==> config.mk <==
export PLATFORM = sky130hd
export DESIGN_NAME = viterbi_decoder
export DESIGN_NICKNAME = d
export VERILOG_FILES = /design/src/rtl/viterbi_pkg.sv /design/src/rtl/viterbi_acs.sv /design/src/rtl/viterbi_decoder.sv
export SDC_FILE = /design/constraint.sdc
export NUM_CORES = 1
export LEC_CHECK = 0
export CORE_MARGIN = 3
export CORE_UTILIZATION = 60
export DETAILED_ROUTE_END_ITERATION = 7
export PLACE_DENSITY = 0.77
export SYNTH_ARGS = -nofsm -noshare
export SYNTH_HDL_FRONTEND = slang
export SYNTH_SLANG_ARGS = --single-unit
==> constraint.sdc <==
create_clock -name clk -period 8.91 [get_ports clk]
set_input_delay 0.891 -clock clk [delete_from_list [all_inputs] [get_ports clk]]
set_output_delay 0.891 -clock clk [all_outputs]
set_load 0.05 [all_outputs]
==> src/rtl/viterbi_pkg.sv <==
// Shared definitions for the rate-1/2, K=3 hard-decision Viterbi decoder:
// code generators, state type and the expected-symbol helper.
package viterbi_pkg;

   localparam int         K          = 3;
   localparam int         NUM_STATES = 4;
   localparam logic [2:0] G0         = 3'b111;
   localparam logic [2:0] G1         = 3'b101;

   typedef logic [1:0] state_t;

   // Encoder shift register is {d, s1, s0}; pair[1] uses G0, pair[0] uses G1.
   function automatic logic [1:0] exp_pair(state_t s, logic d);
      logic [2:0] sr;
      sr = {d, s};
      return {^(sr & G0), ^(sr & G1)};
   endfunction

endpackage

==> src/rtl/viterbi_acs.sv <==
// One add-compare-select half butterfly: picks the cheaper of two predecessor
// candidates; ties resolve to predecessor 0 (the one with s0=0).
module viterbi_acs #(
   parameter int PM_W = 6
) (
   input  logic [PM_W-1:0] pm0,
   input  logic [PM_W-1:0] pm1,
   input  logic [1:0]      bm0,
   input  logic [1:0]      bm1,
   output logic [PM_W-1:0] pm_new,
   output logic            dec
);

   logic [PM_W-1:0] cand0;
   logic [PM_W-1:0] cand1;

   always_comb begin
      cand0  = pm0 + PM_W'(bm0);
      cand1  = pm1 + PM_W'(bm1);
      dec    = (cand1 < cand0);
      pm_new = dec ? cand1 : cand0;
   end

endmodule

==> src/rtl/viterbi_decoder.sv <==
// Register-exchange Viterbi decoder, output TB_DEPTH symbols behind input.
// Optional feature macro VITERBI_METRIC_OUT_EN adds best_pm_o (normalized best metric).
module viterbi_decoder
   import viterbi_pkg::*;
#(
   parameter int TB_DEPTH  = 15,
   parameter int PM_W      = 6,
   parameter int INIT_BIAS = 4
) (
   input  logic            clk,
   input  logic            rst,
   input  logic            enable_i,
   input  logic [1:0]      d_in,
   output logic            d_out,
   output logic            valid_o
`ifdef VITERBI_METRIC_OUT_EN
   ,
   output logic [PM_W-1:0] best_pm_o
`endif
);

   localparam int CNT_W = $clog2(TB_DEPTH + 1);

   logic [PM_W-1:0]     pm_p0    [NUM_STATES];
   logic [TB_DEPTH-1:0] path_p0  [NUM_STATES];
   logic [PM_W-1:0]     pm_acs   [NUM_STATES];
   logic [PM_W-1:0]     pm_new   [NUM_STATES];
   logic [TB_DEPTH-1:0] path_new [NUM_STATES];
   logic [1:0]          bm0      [NUM_STATES];
   logic [1:0]          bm1      [NUM_STATES];
   logic [NUM_STATES-1:0] dec;
   logic [CNT_W-1:0]    cnt_p0;
   logic                norm;
   state_t              best;

   function automatic logic [1:0] hamming(logic [1:0] a, logic [1:0] b);
      logic [1:0] x;
      x = a ^ b;
      return {x[1] & x[0], x[1] ^ x[0]};
   endfunction

   // Next state n={d,s1} is reached from {s1,0} and {s1,1}.
   for (genvar n = 0; n < NUM_STATES; n++) begin : g_acs
      localparam int   P0 = 2 * (n % 2);
      localparam int   P1 = P0 + 1;
      localparam logic D  = 1'(n / 2);

      assign bm0[n] = hamming(d_in, exp_pair(state_t'(P0), D));
      assign bm1[n] = hamming(d_in, exp_pair(state_t'(P1), D));

      viterbi_acs #(.PM_W(PM_W)) u_acs (
         .pm0    (pm_p0[P0]),
         .pm1    (pm_p0[P1]),
         .bm0    (bm0[n]),
         .bm1    (bm1[n]),
         .pm_new (pm_acs[n]),
         .dec    (dec[n])
      );

      assign path_new[n] = dec[n] ? {path_p0[P1][TB_DEPTH-2:0], D}
                                  : {path_p0[P0][TB_DEPTH-2:0], D};
   end

   // Metric spread stays below half range, so dropping a common MSB keeps order.
   always_comb begin
      norm = 1'b1;
      for (int i = 0; i < NUM_STATES; i++) norm &= pm_acs[i][PM_W-1];
      for (int i = 0; i < NUM_STATES; i++) begin
         pm_new[i] = pm_acs[i];
         if (norm) pm_new[i][PM_W-1] = 1'b0;
      end
      best = '0;
      for (int i = 1; i < NUM_STATES; i++)
         if (pm_new[i] < pm_new[best]) best = state_t'(i);
   end

   always_ff @(posedge clk or negedge rst) begin
      if (!rst) begin
         for (int i = 0; i < NUM_STATES; i++) begin
            if (i == 0) pm_p0[i] <= '0;
            else        pm_p0[i] <= PM_W'(INIT_BIAS);
            path_p0[i] <= '0;
         end
         cnt_p0    <= '0;
         d_out     <= 1'b0;
         valid_o   <= 1'b0;
`ifdef VITERBI_METRIC_OUT_EN
         best_pm_o <= '0;
`endif
      end else begin
         valid_o <= 1'b0;
         if (enable_i) begin
            for (int i = 0; i < NUM_STATES; i++) begin
               pm_p0[i]   <= pm_new[i];
               path_p0[i] <= path_new[i];
            end
            if (cnt_p0 != CNT_W'(TB_DEPTH)) cnt_p0 <= cnt_p0 + 1'b1;
            if (cnt_p0 >= CNT_W'(TB_DEPTH - 1)) begin
               d_out     <= path_new[best][TB_DEPTH-1];
               valid_o   <= 1'b1;
`ifdef VITERBI_METRIC_OUT_EN
               best_pm_o <= pm_new[best];
`endif
            end
         end
      end
   end

endmodule

After elaboration in Yosys (flattened, before gate mapping)
Index checks and enable logic that the tools add are counted.

$add $sub $neg: 9. Magnitude comparators: 11. Equal/unequal tests: 1. Mux-type cells: 26. Bitwise operators: 17. Reduce and logical (&&, ||, !) cells: 2.

Operators with widths (count): two-way mux 15 bit (6); adder 6 x 2 -> 6 bit (8); two-way mux 6 bit (8); less-than comparator 6 bit (7); binary-select mux 15 bit (select 2 bit) (1); binary-select mux 6 bit (select 2 bit) (2); >= comparator 3 bit (second input constant) (3); inverter 2 -> 3 bit (3); bitwise AND 1 bit (7); two-way mux 1 bit (7); adder 4 x 1 -> 4 bit (second input constant) (1); >= comparator 4 bit (second input constant) (1); two-way mux 2 bit (2); inequality test 4 bit (second input constant) (1); AND reduction 2 bit (2); XOR 1 bit (4); inverter 1 bit (2); inverter 2 bit (1).

Register bits after elaboration: 86. Bits of input ports: 5. Output and inout port bits: 2. Word-level logic and storage cells: 77.

Depth between registers and ports, before layout
Gate-level depths: netlist (run 1).

Word-level depth: 27. Depth in mapped cells: 40. Depth with buffers taken out: 38.

Modules after synthesis
From an unflattened synthesis (run 1), not the netlist that was laid out.

Cells, all modules: 593. Area total of the unflattened synthesis: 5865.6 um^2.

Modules (own cells, without submodules): viterbi_decoder (times used 1, cells an instance 393, area an instance 4111.4 um^2, sequential area each 2030.7 um^2); viterbi_acs at g_acs[1].u_acs ... (times used 3, cells an instance 50, area an instance 439.2 um^2, sequential area each 0.0 um^2); viterbi_acs at g_acs[0].u_acs (times used 1, cells an instance 50, area an instance 436.7 um^2, sequential area each 0.0 um^2).

Worst setup path before layout (run 1)
OpenSTA, ideal clock, no wires.

Kind: input-to-reg. From: input d_in[0]. To: register d_out. Library setup time: 0.073 ns. Data arrival time: 7.614 ns. Data required time: 8.837 ns. Setup slack: 1.223 ns. Cell stages on the path: 39. Path buffers: 2. Cell sequence: inv_1 -> ha_1 -> inv_1 -> ha_1 -> ha_1 -> a21oi_1 -> nor2_1 -> xnor2_1 -> ha_1 -> a21o_1 -> a21o_2 -> a21o_2 -> buf_1 -> mux2i_1 -> inv_1 -> ha_1 -> o21ai_0 -> o21ai_0 -> [3 not listed] -> nor2_1 -> a21o_2 -> inv_1 -> ha_1 -> a21o_1 -> a21o_1 -> a21oi_1 -> nand2_1 -> o31a_1 -> buf_6 -> and2b_2 -> a31oi_1 -> ha_1 -> nand4_1 -> nor2_1 -> o31ai_1 -> a221o_1 -> a2bb2oi_2.

RTL lines: start, declared (line viterbi_decoder.sv:13) `input logic [1:0] d_in,`; inverter 1 bit (no line); XOR 1 bit / bitwise AND 1 bit (equally long branches) (line viterbi_decoder.sv:39) `return {x[1] & x[0], x[1] ^ x[0]};`; adder 6 x 2 -> 6 bit (line viterbi_acs.sv:19) `cand1 = pm1 + PM_W'(bm1);`; less-than comparator 6 bit (line viterbi_acs.sv:20) `dec = (cand1 < cand0);`; two-way mux 6 bit (*) (line viterbi_acs.sv:21) `pm_new = dec ? cand1 : cand0;`; via g_acs[1].u_acs.pm_new[1] (line viterbi_acs.sv:10) `output logic [PM_W-1:0] pm_new,`; less-than comparator 6 bit (line viterbi_decoder.sv:74) `if (pm_new[i] < pm_new[best]) best = state_t'(i);`; two-way mux 1 bit (line viterbi_decoder.sv:74); [6 not listed]; inverter 2 -> 3 bit (not written as such) (line viterbi_decoder.sv:74); binary-select mux 6 bit (select 2 bit) (line viterbi_decoder.sv:74); two-way mux 6 bit (not written as such) (2 in series) (line viterbi_decoder.sv:74); less-than comparator 6 bit (line viterbi_decoder.sv:74); two-way mux 2 bit (*) (line viterbi_decoder.sv:74); inverter 2 -> 3 bit (not written as such) (*) (line viterbi_decoder.sv:99) `d_out <= path_new[best][TB_DEPTH-1];`; binary-select mux 15 bit (select 2 bit) (*) (line viterbi_decoder.sv:99); two-way mux 15 bit (not written as such) (*) (2 in series) (line viterbi_decoder.sv:99); end signal, assigned (line viterbi_decoder.sv:99); end, declared (line viterbi_decoder.sv:14) `output logic d_out,`.

Mark *: on every way through the listed nets, which the timed path passes. The rest lies on a longest branch. The select of a mux whose other input is x is not followed. A chain may end at the register's enable or synchronous reset.

Final worst setup path (run 1)
Same ends and word-level chain as after synthesis.

==> results.md, run 1 <==
* Status: completed
* Most common flop cell mapped by yosys: dfrtp_1
* Crit path launch type: input port
* Most Crowded Layer GR: met2
* Dpl cell area at 6290 µm²
* # Max-Cap Violations at 0
* GPL Wtd Cong at 0.997
* Final Cell Area at 6500 µm²
* Worst Tran Pin Value at 1.18 ns
* Initial core utilization at 62.5%
* Min cycle time layout at 8.50 ns
* Port bufs at 6
* Die height at 108 µm
* # clock sinks at 81
* Fill count at 826
* Inserted Diodes at 0
* Synthesized Nets at 725
* Post-synth ARST share at 100%
* Bufs and invs on worst path at 5
* Avg WL per Cell at 16.9 µm
* Worst EP arrival at 8.79 ns
* Die W at 108 µm
* Yosys cell types at 79
* CP Data Required Time at 9.21 ns
* Setup Buffers After CTS at 0
* DRC violations left at 0
* Vias/cell at 5.99
* Die area at 11,600 µm²
* Synth warn at 0
* CTS buffer count at 9
* Crit Path Max Fanout at 10
* Post-route setup TNS at 0 ns
* Unrepaired setup endpoints after global routing: no
* Dpl hpwl at 10,000 µm
* Slowest cell on crit path: clkdlybuf4s50_1
* Area grow syn2layout at 4.89%
* Seq/Total Area, Yosys at 32.8%
* Hold crit path type: in2async
* Worst Skew at 0.0118 ns
* Max-slew headroom at 21.0%
* Vias in the first global route at 4,781
* Hold_ws at 0.403 ns
* Finish-stage setup viols at 0
* Root Buffer: clkbuf_8
* Max Slew Vio Count at 0
* Netlist Area Pre-Place at 6200 µm²
* H-tree lvl count at 3
* Met2 Use GR at 42.9%
* Post-synth EDFFs at 0
* FF+latch count, synth at 81
* Final ANT Viol Nets at 0
* Most frequent cells in the layout: 80 x a21oi_1, 78 x dfrtp_1, 71 x nor2_1
* Pre-antenna DRT Iters at 5
* Max incr delay on CP at 0.56 ns
* Post-Syn Instances at 666
* Grt ovf at 0
* Cell mode on critical path: ha_1
* Met3 Use GR at 3.84%
* Initial antenna violation count at 0
* Kind of critical path: in2reg
* CTS tree: built
* CP delay by family, top: compound AO/OA/AOI/OAI gates
* Clock buffer depth at 2
* Final Hold Viols at 0
* Layout cells sized above 1 at 13.4%
* Worst-skew pair later-pin latency at 0.36 ns
* Met1 Usage GRT at 32.7%
* Post-cts repair resize count at 0
* Core area at 9910 µm²
* First-pass GRT wire length at 23,000 µm
* Total number of vias at 4,765
* Final WL at 13,400 µm
* Period utilization at 95.3%
* Worst-path clk slew at 0.09 ns
* Row count at 36
* Commonest non-fill, non-tap cell in the layout: a21oi_1
* F_max at 118 MHz
* Final #Nets at 716
* CP Capture Type: flip-flop
* # IOs at 7
* Drt first-iter violations at 282
* Syn Area/Cell at 9.30 µm²
* Final Util at 65.6%
* Largest net degree at the start of global routing at 116
* Gr usage total at 24.9%
* Cts hold-fix bufs at 0
==> per-layer routing <==
layer | share of wire (%) | wire [µm]
met1 | 46 | 6130
met2 | 49 | 6600
met3 | 3.4 | 452
met4 | 1.7 | 227
met5 | 0 | 0
==> layout make-up <==
type	count	area [µm²]	area share (%)
Tap cell	133	166	2.56
Multi-Input combinational cell	510	3830	59.0
Clock inverter	6	67.6	1.04
Timing Repair Buffer	14	115	1.77
Inverter	41	156	2.41
Sequential cell	81	2030	31.2
Clock buffer	10	128	1.96
==> cells by family (layout without fill, tap and decap cells) <==
group	after synthesis	after routing	synth area share, %
buf+inv	75	71	5.57
compound gates	182	182	20.0
xor+xnor	37	37	5.47
simple gates	163	163	12.9
fa+ha+maj	55	55	11.1
mux	73	73	12.2
flops	81	81	32.8
==> stage by stage <==
step	worst slack [ns]	instances
3_3_place_gp	0.501	779
2_1_floorplan	1.22	666
6_report	0.415	795
3_5_place_dp	0.0600	779
5_1_grt	0.00303	795
4_1_cts	0.427	795
==> synth_stat cells (all sizes together) (9+ instances only) <==
cell / instances / area (µm²)
inv: 41 / 156
o21ai: 36 / 184
ha: 54 / 676
mux2i: 57 / 571
dfrtp: 78 / 1950
mux2: 16 / 184
buf: 12 / 97.6
a21oi: 83 / 427
clkbuf: 21 / 81.3
nand2: 30 / 115
xnor2: 24 / 210
nor2b: 9 / 76.3
xor2: 13 / 129
a21o: 16 / 126
nor2: 72 / 270
==> registers in the layout, indices dropped and copies added (netlist names) <==
name,cells
path_p0,51
pm_p0,24
cnt_p0,4
d_out,1
valid_o,1
==> worst paths after layout <==
kind	start	to	slack, ns	cells after the start
setup / recovery	d_in[0]	d_out	0.41	38
hold / removal	rst	pm_p0[1]	0.40	1
setup reg to reg	pm_p0[13]	d_out	1.60	34
hold reg to reg	path_p0[0]	path_p0[0]	0.48	1
max in group asynchronous	rst	path_p0[55]	7.45	2
min in group clk	path_p0[0]	path_p0[0]	0.48	1
Power of run 1 is left out: the tool's default activity adds up to more than one toggle a clock period on the data nets, which glitch-free logic cannot reach.
==> run 2, diff against run 1 <==
- CORE_ASPECT_RATIO: not set -> 0.6
- CORE_MARGIN: 3 -> 5
==> results.md, run 2 (synthesis gave the netlist of run 1 again) <==
* Status: completed
* Total number of vias at 4,870 (+2.2%)
* Die area at 12,500 µm² (+8.1%)
* Cell mode on critical path: ha_1
* Hold crit path type: reg2reg
* Area grow syn2layout at 6.99%
* Worst Tran Pin Value at 1.03 ns (-0.155 ns)
* # clock sinks at 81 (unchanged)
* Crit Path Max Fanout at 10 (unchanged)
* Port bufs at 6 (unchanged)
* Crit path launch type: input port
* Fill count at 795 (-3.8%)
* Die W at 141 µm (+31%)
* Number of flip-flops in the largest register at 51 (unchanged)
* Max incr delay on CP at 0.57 ns (about the same)
* Top reg by flops: path_p0
* Post-route setup TNS at 0 ns (unchanged)
* Pre-antenna DRT Iters at 5 (unchanged)
* Max-slew headroom at 31.4% (+10 points)
* Final #Nets at 715 (-0.14%)
* Finish-stage setup viols at 0 (unchanged)
* Cts hold-fix bufs at 0 (unchanged)
* CP Capture Type: flip-flop
* Non-Filler Instances at 796 (+0.13%)
* CP Data Required Time at 9.18 ns (-0.03 ns)
* Drt first-iter violations at 382 (+35%)
* Row count at 28 (-22%)
* Dpl hpwl at 10,800 µm (+7.8%)
* Largest net degree at the start of global routing at 111 (-4.3%)
* Vias/cell at 6.12 (+2.1%)
* DRC violations left at 0 (unchanged)
* Worst-skew pair later-pin latency at 0.34 ns (-0.02 ns)
* Core area at 9980 µm² (+0.76%)
* Avg WL per Cell at 18.3 µm (+8.7%)
* Largest regs: path_p0 (51), pm_p0 (24), cnt_p0 (4)
* Layout cells sized above 1 at 13.5% (+0.020 points)
* Root Buffer: clkbuf_16
* Min cycle time layout at 8.55 ns (+0.0589 ns)
* Final ANT Viol Nets at 0 (unchanged)
* Max Slew Vio Count at 0 (unchanged)
* Commonest non-fill, non-tap cell in the layout: a21oi_1
* First-pass GRT wire length at 24,000 µm (+4.5%)
* Final WL at 14,600 µm (+8.9%)
* Worst EP arrival at 8.82 ns (+0.03 ns)
* Worst Skew at 0.0111 ns (-0.000660 ns)
* Initial core utilization at 62.1% (-0.47 points)
* Setup Buffers After CTS at 0 (unchanged)
* Initial antenna violation count at 0 (unchanged)
* Kind of critical path: in2reg
* Most frequent cells in the layout: 80 x a21oi_1, 78 x dfrtp_1, 71 x nor2_1
* GPL Wtd Cong at 1.01 (+0.88%)
* CTS tree: built
* Worst-path clk slew at 0.06 ns (-0.03 ns)
* F_max at 117 MHz (-0.69%)
* Bufs and invs on worst path at 5 (unchanged)
* CP delay by family, top: compound AO/OA/AOI/OAI gates
* Clock buffer depth at 2 (unchanged)
* H-tree lvl count at 3 (unchanged)
* Final Hold Viols at 0 (unchanged)
* CTS buffer count at 9 (unchanged)
* # Max-Cap Violations at 0 (unchanged)
* Die height at 88.7 µm (-18%)
* Slowest cell on crit path: clkdlybuf4s50_1
* Placed cell count at 780 (+0.13%)
* # IOs at 7 (unchanged)
* Gr usage total at 24.5% (-0.34 points)
* Inserted Diodes at 0 (unchanged)
* Grt ovf at 0 (unchanged)
* Period utilization at 96.0% (+0.66 points)
* Vias in the first global route at 4,675 (-2.2%)
[run 2: path summary, 6_finish.rpt]
kind | to | startpoint | slack, ns | cells past startpoint
worst max-delay path | d_out | d_in[0] | 0.36 | 38
worst min-delay path | path_p0[0] | path_p0[0] | 0.47 | 1
worst max register to register | d_out | pm_p0[7] | 1.65 | 34
worst min register to register | path_p0[0] | path_p0[0] | 0.47 | 1
max in group asynchronous | path_p0[0] | rst | 7.53 | 1
min in group asynchronous | path_p0[55] | rst | 0.74 | 1
[run 2: timing repair]
action | CTS | global route
endpoints found under the setup margin | 0 | 1
gates resized for setup | 0 | 5
hold endpoints to repair | 0 | 0
[run 2: final cells by class]
class / count / area (µm²) / area share, %
Tap cell: 135 / 169 / 2.55
Clock buffer: 10 / 229 / 3.45
Multi-Input combinational cell: 510 / 3840 / 58.0
Sequential cell: 81 / 2030 / 30.6
Clock inverter: 6 / 91.3 / 1.38
Timing Repair Buffer: 13 / 108 / 1.62
Inverter: 41 / 156 / 2.36
[run 2: worst register-to-register path: cells and delay by family, from the launching register on]
family,cells,cell delay [ns]
buffers and inverters,2,0.13
muxes,1,0.31
DFF,1,0.49
xor gates and xnor gates,2,0.47
and+or+nand+nor,7,0.90
AOI/OAI and AO/OA,17,3.55
adders and majority gates,5,1.34
[run 2: metal layers]
metal | GRT usage, % | wire [µm] | vias up
li1 | - | - | 2331
met1 | 37.1 | 7250 | 2402
met2 | 35.7 | 6130 | 124
met3 | 6.37 | 1120 | 13
met5 | 0 | 0 | -
met4 | 4.49 | 94 | 0
[run 2: per-stage QoR]
step / hold slack, ns / utilization [%] / setup WS, ns / area (µm²)
global placement: 0.453 / 63.0 / 0.228 / 6290
global route: 0.491 / 66.4 / -0.0632 / 6630
finish: 0.470 / 66.4 / 0.356 / 6630
CTS: 0.473 / 66.2 / 0.116 / 6610
detailed placement: 0.457 / 63.0 / -0.204 / 6290
floorplan: 0.439 / - / 1.22 / 6200
Power of run 2 is left out for the same reason.
==> run 3, diff against run 2 <==
- SLEW_MARGIN: not set -> 10
==> results of run 3 <==
The final DEF is identical to that of run 2; final timing and power are the same.
Power of run 3 is left out for the same reason.
